### src/rtl/dec_grant_arbiter.sv
// rtl/dec_grant_arbiter.sv - four-way round-robin arbiter with quantum-limited grants
// Produces registered select/enable for a 2-to-4 decoder plus the matching one-hot grant.
module dec_grant_arbiter #(
    parameter int QUANTUM = 8
) (
    input  logic       clk,
    input  logic       rst,
    input  logic [3:0] req,
    output logic [1:0] sel,
    output logic       en,
    output logic [3:0] gnt,
    output logic       expire
);

    typedef enum logic {
        IDLE,
        GRANT
    } state_t;

    localparam logic [7:0] LAST = 8'(QUANTUM - 1);

    state_t     state;
    logic [1:0] ptr;
    logic [7:0] cnt;
    logic [1:0] pick;
    logic [1:0] cand;
    logic       owner_req;
    logic       quantum_done;

    // Scan from the far end back toward ptr so the index closest to ptr wins.
    always_comb begin
        pick = ptr;
        cand = ptr;
        for (int i = 3; i >= 0; i--) begin
            cand = ptr + 2'(i);
            if (req[cand]) begin
                pick = cand;
            end
        end
    end

    assign owner_req    = req[sel];
    assign quantum_done = (cnt == LAST);

    always_ff @(posedge clk) begin
        if (rst) begin
            state  <= IDLE;
            sel    <= 2'd0;
            en     <= 1'b0;
            gnt    <= 4'b0000;
            expire <= 1'b0;
            ptr    <= 2'd0;
            cnt    <= 8'd0;
        end else begin
            case (state)
                IDLE: begin
                    expire <= 1'b0;
                    if (req != 4'b0000) begin
                        sel   <= pick;
                        gnt   <= 4'b0001 << pick;
                        en    <= 1'b1;
                        cnt   <= 8'd0;
                        state <= GRANT;
                    end
                end
                GRANT: begin
                    if (!owner_req || quantum_done) begin
                        // A request drop on the last quantum cycle is not an expiry.
                        expire <= owner_req;
                        en     <= 1'b0;
                        gnt    <= 4'b0000;
                        ptr    <= sel + 2'd1;
                        cnt    <= 8'd0;
                        state  <= IDLE;
                    end else begin
                        cnt <= cnt + 8'd1;
                    end
                end
                default: begin
                    state <= IDLE;
                    en    <= 1'b0;
                    gnt   <= 4'b0000;
                end
            endcase
        end
    end

endmodule

### config.mk
export PLATFORM = sky130hd
export DESIGN_NAME = dec_grant_arbiter
export DESIGN_NICKNAME = d
export VERILOG_FILES = /design/src/rtl/dec_grant_arbiter.sv
export SDC_FILE = /design/constraint.sdc
export NUM_CORES = 1
export LEC_CHECK = 0
export BUFFER_PORTS_ARGS = -buffer_cell sky130_fd_sc_hd__buf_4
export CAP_MARGIN = 15
export CORE_UTILIZATION = 48
export DETAILED_ROUTE_END_ITERATION = 10
export PLACE_DENSITY = 0.66
export SLEW_MARGIN = 10
export SYNTH_ARGS = -nofsm -noshare
export SYNTH_HDL_FRONTEND = slang
export SYNTH_SLANG_ARGS = --single-unit
### constraint.sdc
create_clock -name clk -period 2.4 [get_ports clk]
set_input_delay 0.12 -clock clk [delete_from_list [all_inputs] [get_ports clk]]
set_output_delay 0.12 -clock clk [all_outputs]
set_load 0.01 [all_outputs]
==> flow_metrics.py <==
metrics = {
    "outcome": {
        "run_status": "finished, final reports clean",
    },
    "logic_synthesis": {
        "synth_flop_cell": "dfxtp_1",
        "synth-async-reset-ratio_pct": 0,
        "cell_area_after_synthesis_sq_um": 993.5,
        "netlist_instances": 114,
        "synth-seq-cells": 19,
        "synth.top_cells.by_count": "dfxtp_1, nand2_1, a21oi_1, nand3b_1, nor2_1",
        "synthDominantCellAreaShare_pct": 38.29,
        "synth_area_leaders": "dfxtp_1, nand3b_1, a211oi_1",
        "syn-num-nets": 121,
        "yosysWarningCount": 0,
        "syn-mean-instance-area_sq_um": 8.715,
        "synth.lib_cells_used.distinct": 38,
        "synth_sequential_area_ratio_pct": 38.29,
        "yosys.cell_count.top_type": "dfxtp_1",
        "post_synth_edffs": 0,
        "yosysTopAreaCell": "dfxtp_1",
    },
    "hold_path": {
        "hold_path.class": "in -> reg",
    },
    "detailed_routing": {
        "routed-wl-met2_microns": 850,
        "firstDrtPassIters": 6,
        "detail_route.wl_per_cell_microns": 13.15,
        "highest-signal-layer": "met4",
        "drcViolationCount": 0,
        "drt_iter0_drc": 10,
        "ant_nets": 0,
        "via_count": 884,
        "wl_microns": 1986,
        "drt-met1-wl_microns": 1057,
        "wl_met3_microns": 61,
        "vias_per_cell": 5.854,
    },
    "clock_tree": {
        "clock-root-buffer": "clkbuf_4",
        "cts_num_sinks": 19,
        "cts_max_level": 1,
        "cts.repair_timing.setup_buffer_count": 0,
        "cts.hold.buffers_added": 0,
        "clk_pin_slew_ns": 0.12,
        "clock_tree.buffer_depth": 2,
        "worst_skew_pair_later_pin_latency_ns": 0.29,
        "post_cts.resized_instances": 0,
        "cts_tree": "built",
        "tritoncts.num_buffers": 3,
    },
    "critical_path": {
        "required_ns": 2.57,
        "worst_setup_path_start_kind": "register",
        "worstPathArrival_ns": 1.95,
        "critPathCaptureType": "register",
        "cp_max_fo": 9,
        "timing_worst_setup_path_type": "reg -> reg",
    },
    "die": {
        "design.core.area_sq_um": 1962,
        "die_width_microns": 47.50,
        "floorplan.initialDensity_pct": 50.64,
        "dieArea_sq_um": 2256,
        "die-height_microns": 47.50,
        "pin_count": 14,
        "placementRows": 16,
    },
    "placement": {
        "dpl.cell_count": 147,
        "number_of_port_buffers": 13,
        "gp_congestion": 0.7960,
        "detailed_place_hpwl_microns": 1409,
    },
    "sta": {
        "number_of_setup_violations_in_the_final_report": 0,
        "slew-limit-headroom_pct": 53.37,
        "fmax_achieved_mhz": 562.9,
        "post-route-period-util_pct": 74.02,
        "fin_skew_ns": 0.002286,
        "timing.hold.ws_ns": 0.1208,
        "worstMarginPinSlew_ns": 0.6931,
        "rsz0062_at_grt": "no",
        "finalSetupTns_ns": 0,
        "timing.final.crit_period_ns": 1.776,
        "finalHoldViolations": 0,
        "number_of_max_slew_violations_in_the_final_report": 0,
    },
    "finish": {
        "final.fill_count": 195,
        "final_layout_size_suffix_gt1_share_pct": 18.55,
        "sequential_cell_area_sq_um": 380.4,
        "final_util_pct": 57.27,
        "nNetsFinal": 132,
        "antenna-diode-count": 0,
        "multi_input_area_sq_um": 573.1,
        "fin_cells": 151,
        "area.growth.synth_to_final_pct": 13.10,
    },
    "global_routing": {
        "grt_pass1_wl_microns": 3153,
        "number_of_global_route_vias_before_repair": 720,
        "globalRouteTotalUtil_pct": 20.33,
        "antenna_found_initial": 0,
        "pin_count_of_the_biggest_net_entering_global_routing": 21,
        "remaining_overflow_grt": 0,
    },
    "power_and_ir_drop": {
        "power.share.combinational_pct": 20.0,
        "p_total_uw": 653.3,
        "cellPowerDensity_nw_per_um2": 581.5,
        "proportion_of_power_drawn_by_the_clock_network_pct": 25.7,
        "static-leakage-power_nw": 0.3936,
        "switching_share_pct": 29.95,
        "ir_worst_vdd_uv": 372.0,
        "power.net_switching_uw": 195.7,
        "seq_power_share_pct": 54.3,
        "internal_power_uw": 457.7,
    },
    "run": {
        "cap_violations": 0,
    },
}
routing by layer:
layer / vias to the layer above / track usage (%)
met4: 0 / 5.143
met2: 11 / 27.67
met1: 423 / 32.08
li1: 448 / -
met3: 2 / 4.528
met5: - / 0
registers in the layout, indices dropped and copies added (netlist names):
signal,cells
cnt,8
gnt,4
ptr,2
sel,2
en,1
expire,1
state,1
cells by family (layout without fill, tap and decap cells):
family                   count (synthesis)  after routing  synth area share [%]
AO/OA/AOI/OAI                           35             35                 25.82
XOR/XNOR                                 2              2                 1.764
AND/OR/NAND/NOR                         45             45                 25.57
multiplexers                             2              2                 3.274
adder cells (fa/ha/maj)                  1              1                 1.259
flip-flops                              19             19                 38.29
buffers and inverters                   10             20                 4.030
path summary, 6_finish.rpt:
path	cells after the start	slack (ns)	start	end
worst max-delay path	4	0.62	sel[0]	ptr[1]
worst min-delay path	2	0.12	rst	cnt[5]
worst max register to register	4	0.62	sel[0]	ptr[1]
worst min register to register	2	0.49	en	en
final cells by class:
cell class,instances,area share (%)
multi-input cells,85,51.00
flip-flops and latches,19,33.85
repair buffers,13,8.686
well taps,27,3.007
clock buffers,3,2.004
inverters,3,1.002
clock inverters,1,0.4454
cells in the final DEF (no fill, tap or decap), types with 2 or more instances in the layout:
cell,Yosys,layout
a211oi_1,5,5
a21oi_1,6,6
a31oi_1,5,5
and2_1,3,3
buf_4,0,13
clkbuf_4,0,3
dfxtp_1,19,19
inv_1,3,3
nand2_1,8,8
nand2b_1,3,3
nand3_1,5,5
nand3b_1,6,6
nor2_1,6,6
nor4_1,2,2
o211ai_1,2,2
o22a_1,2,2
o32ai_1,4,4
or2_2,3,3
or3_1,5,5
xnor2_1,2,2
stage by stage:
step	instance area [sq um]	setup WS [ns]
2_1_floorplan	993.5	0.7662
3_3_place_gp	1096	0.6866
3_5_place_dp	1096	0.6337
4_1_cts	1124	0.6301
5_1_grt	1124	0.5255
6_report	1124	0.6235
power groups by stage:
stage | combinational (mW) | clock [mW] | sequential [mW]
after floorplan | 0.0910 | 0 | 0.357
after global placement | 0.130 | 0 | 0.361
after detailed placement | 0.130 | 0 | 0.361
after CTS | 0.130 | 0.170 | 0.355
after global routing | 0.145 | 0.181 | 0.358
final | 0.130 | 0.168 | 0.355
critical path, stage by stage (launching register included):
cell and delay (ns):
dfxtp_1 0.44, mux4_2 0.58, o21ai_1 0.15, and2_1 0.36, a211oi_1 0.14
No activity file was read; power rests on OpenSTA's default activity.
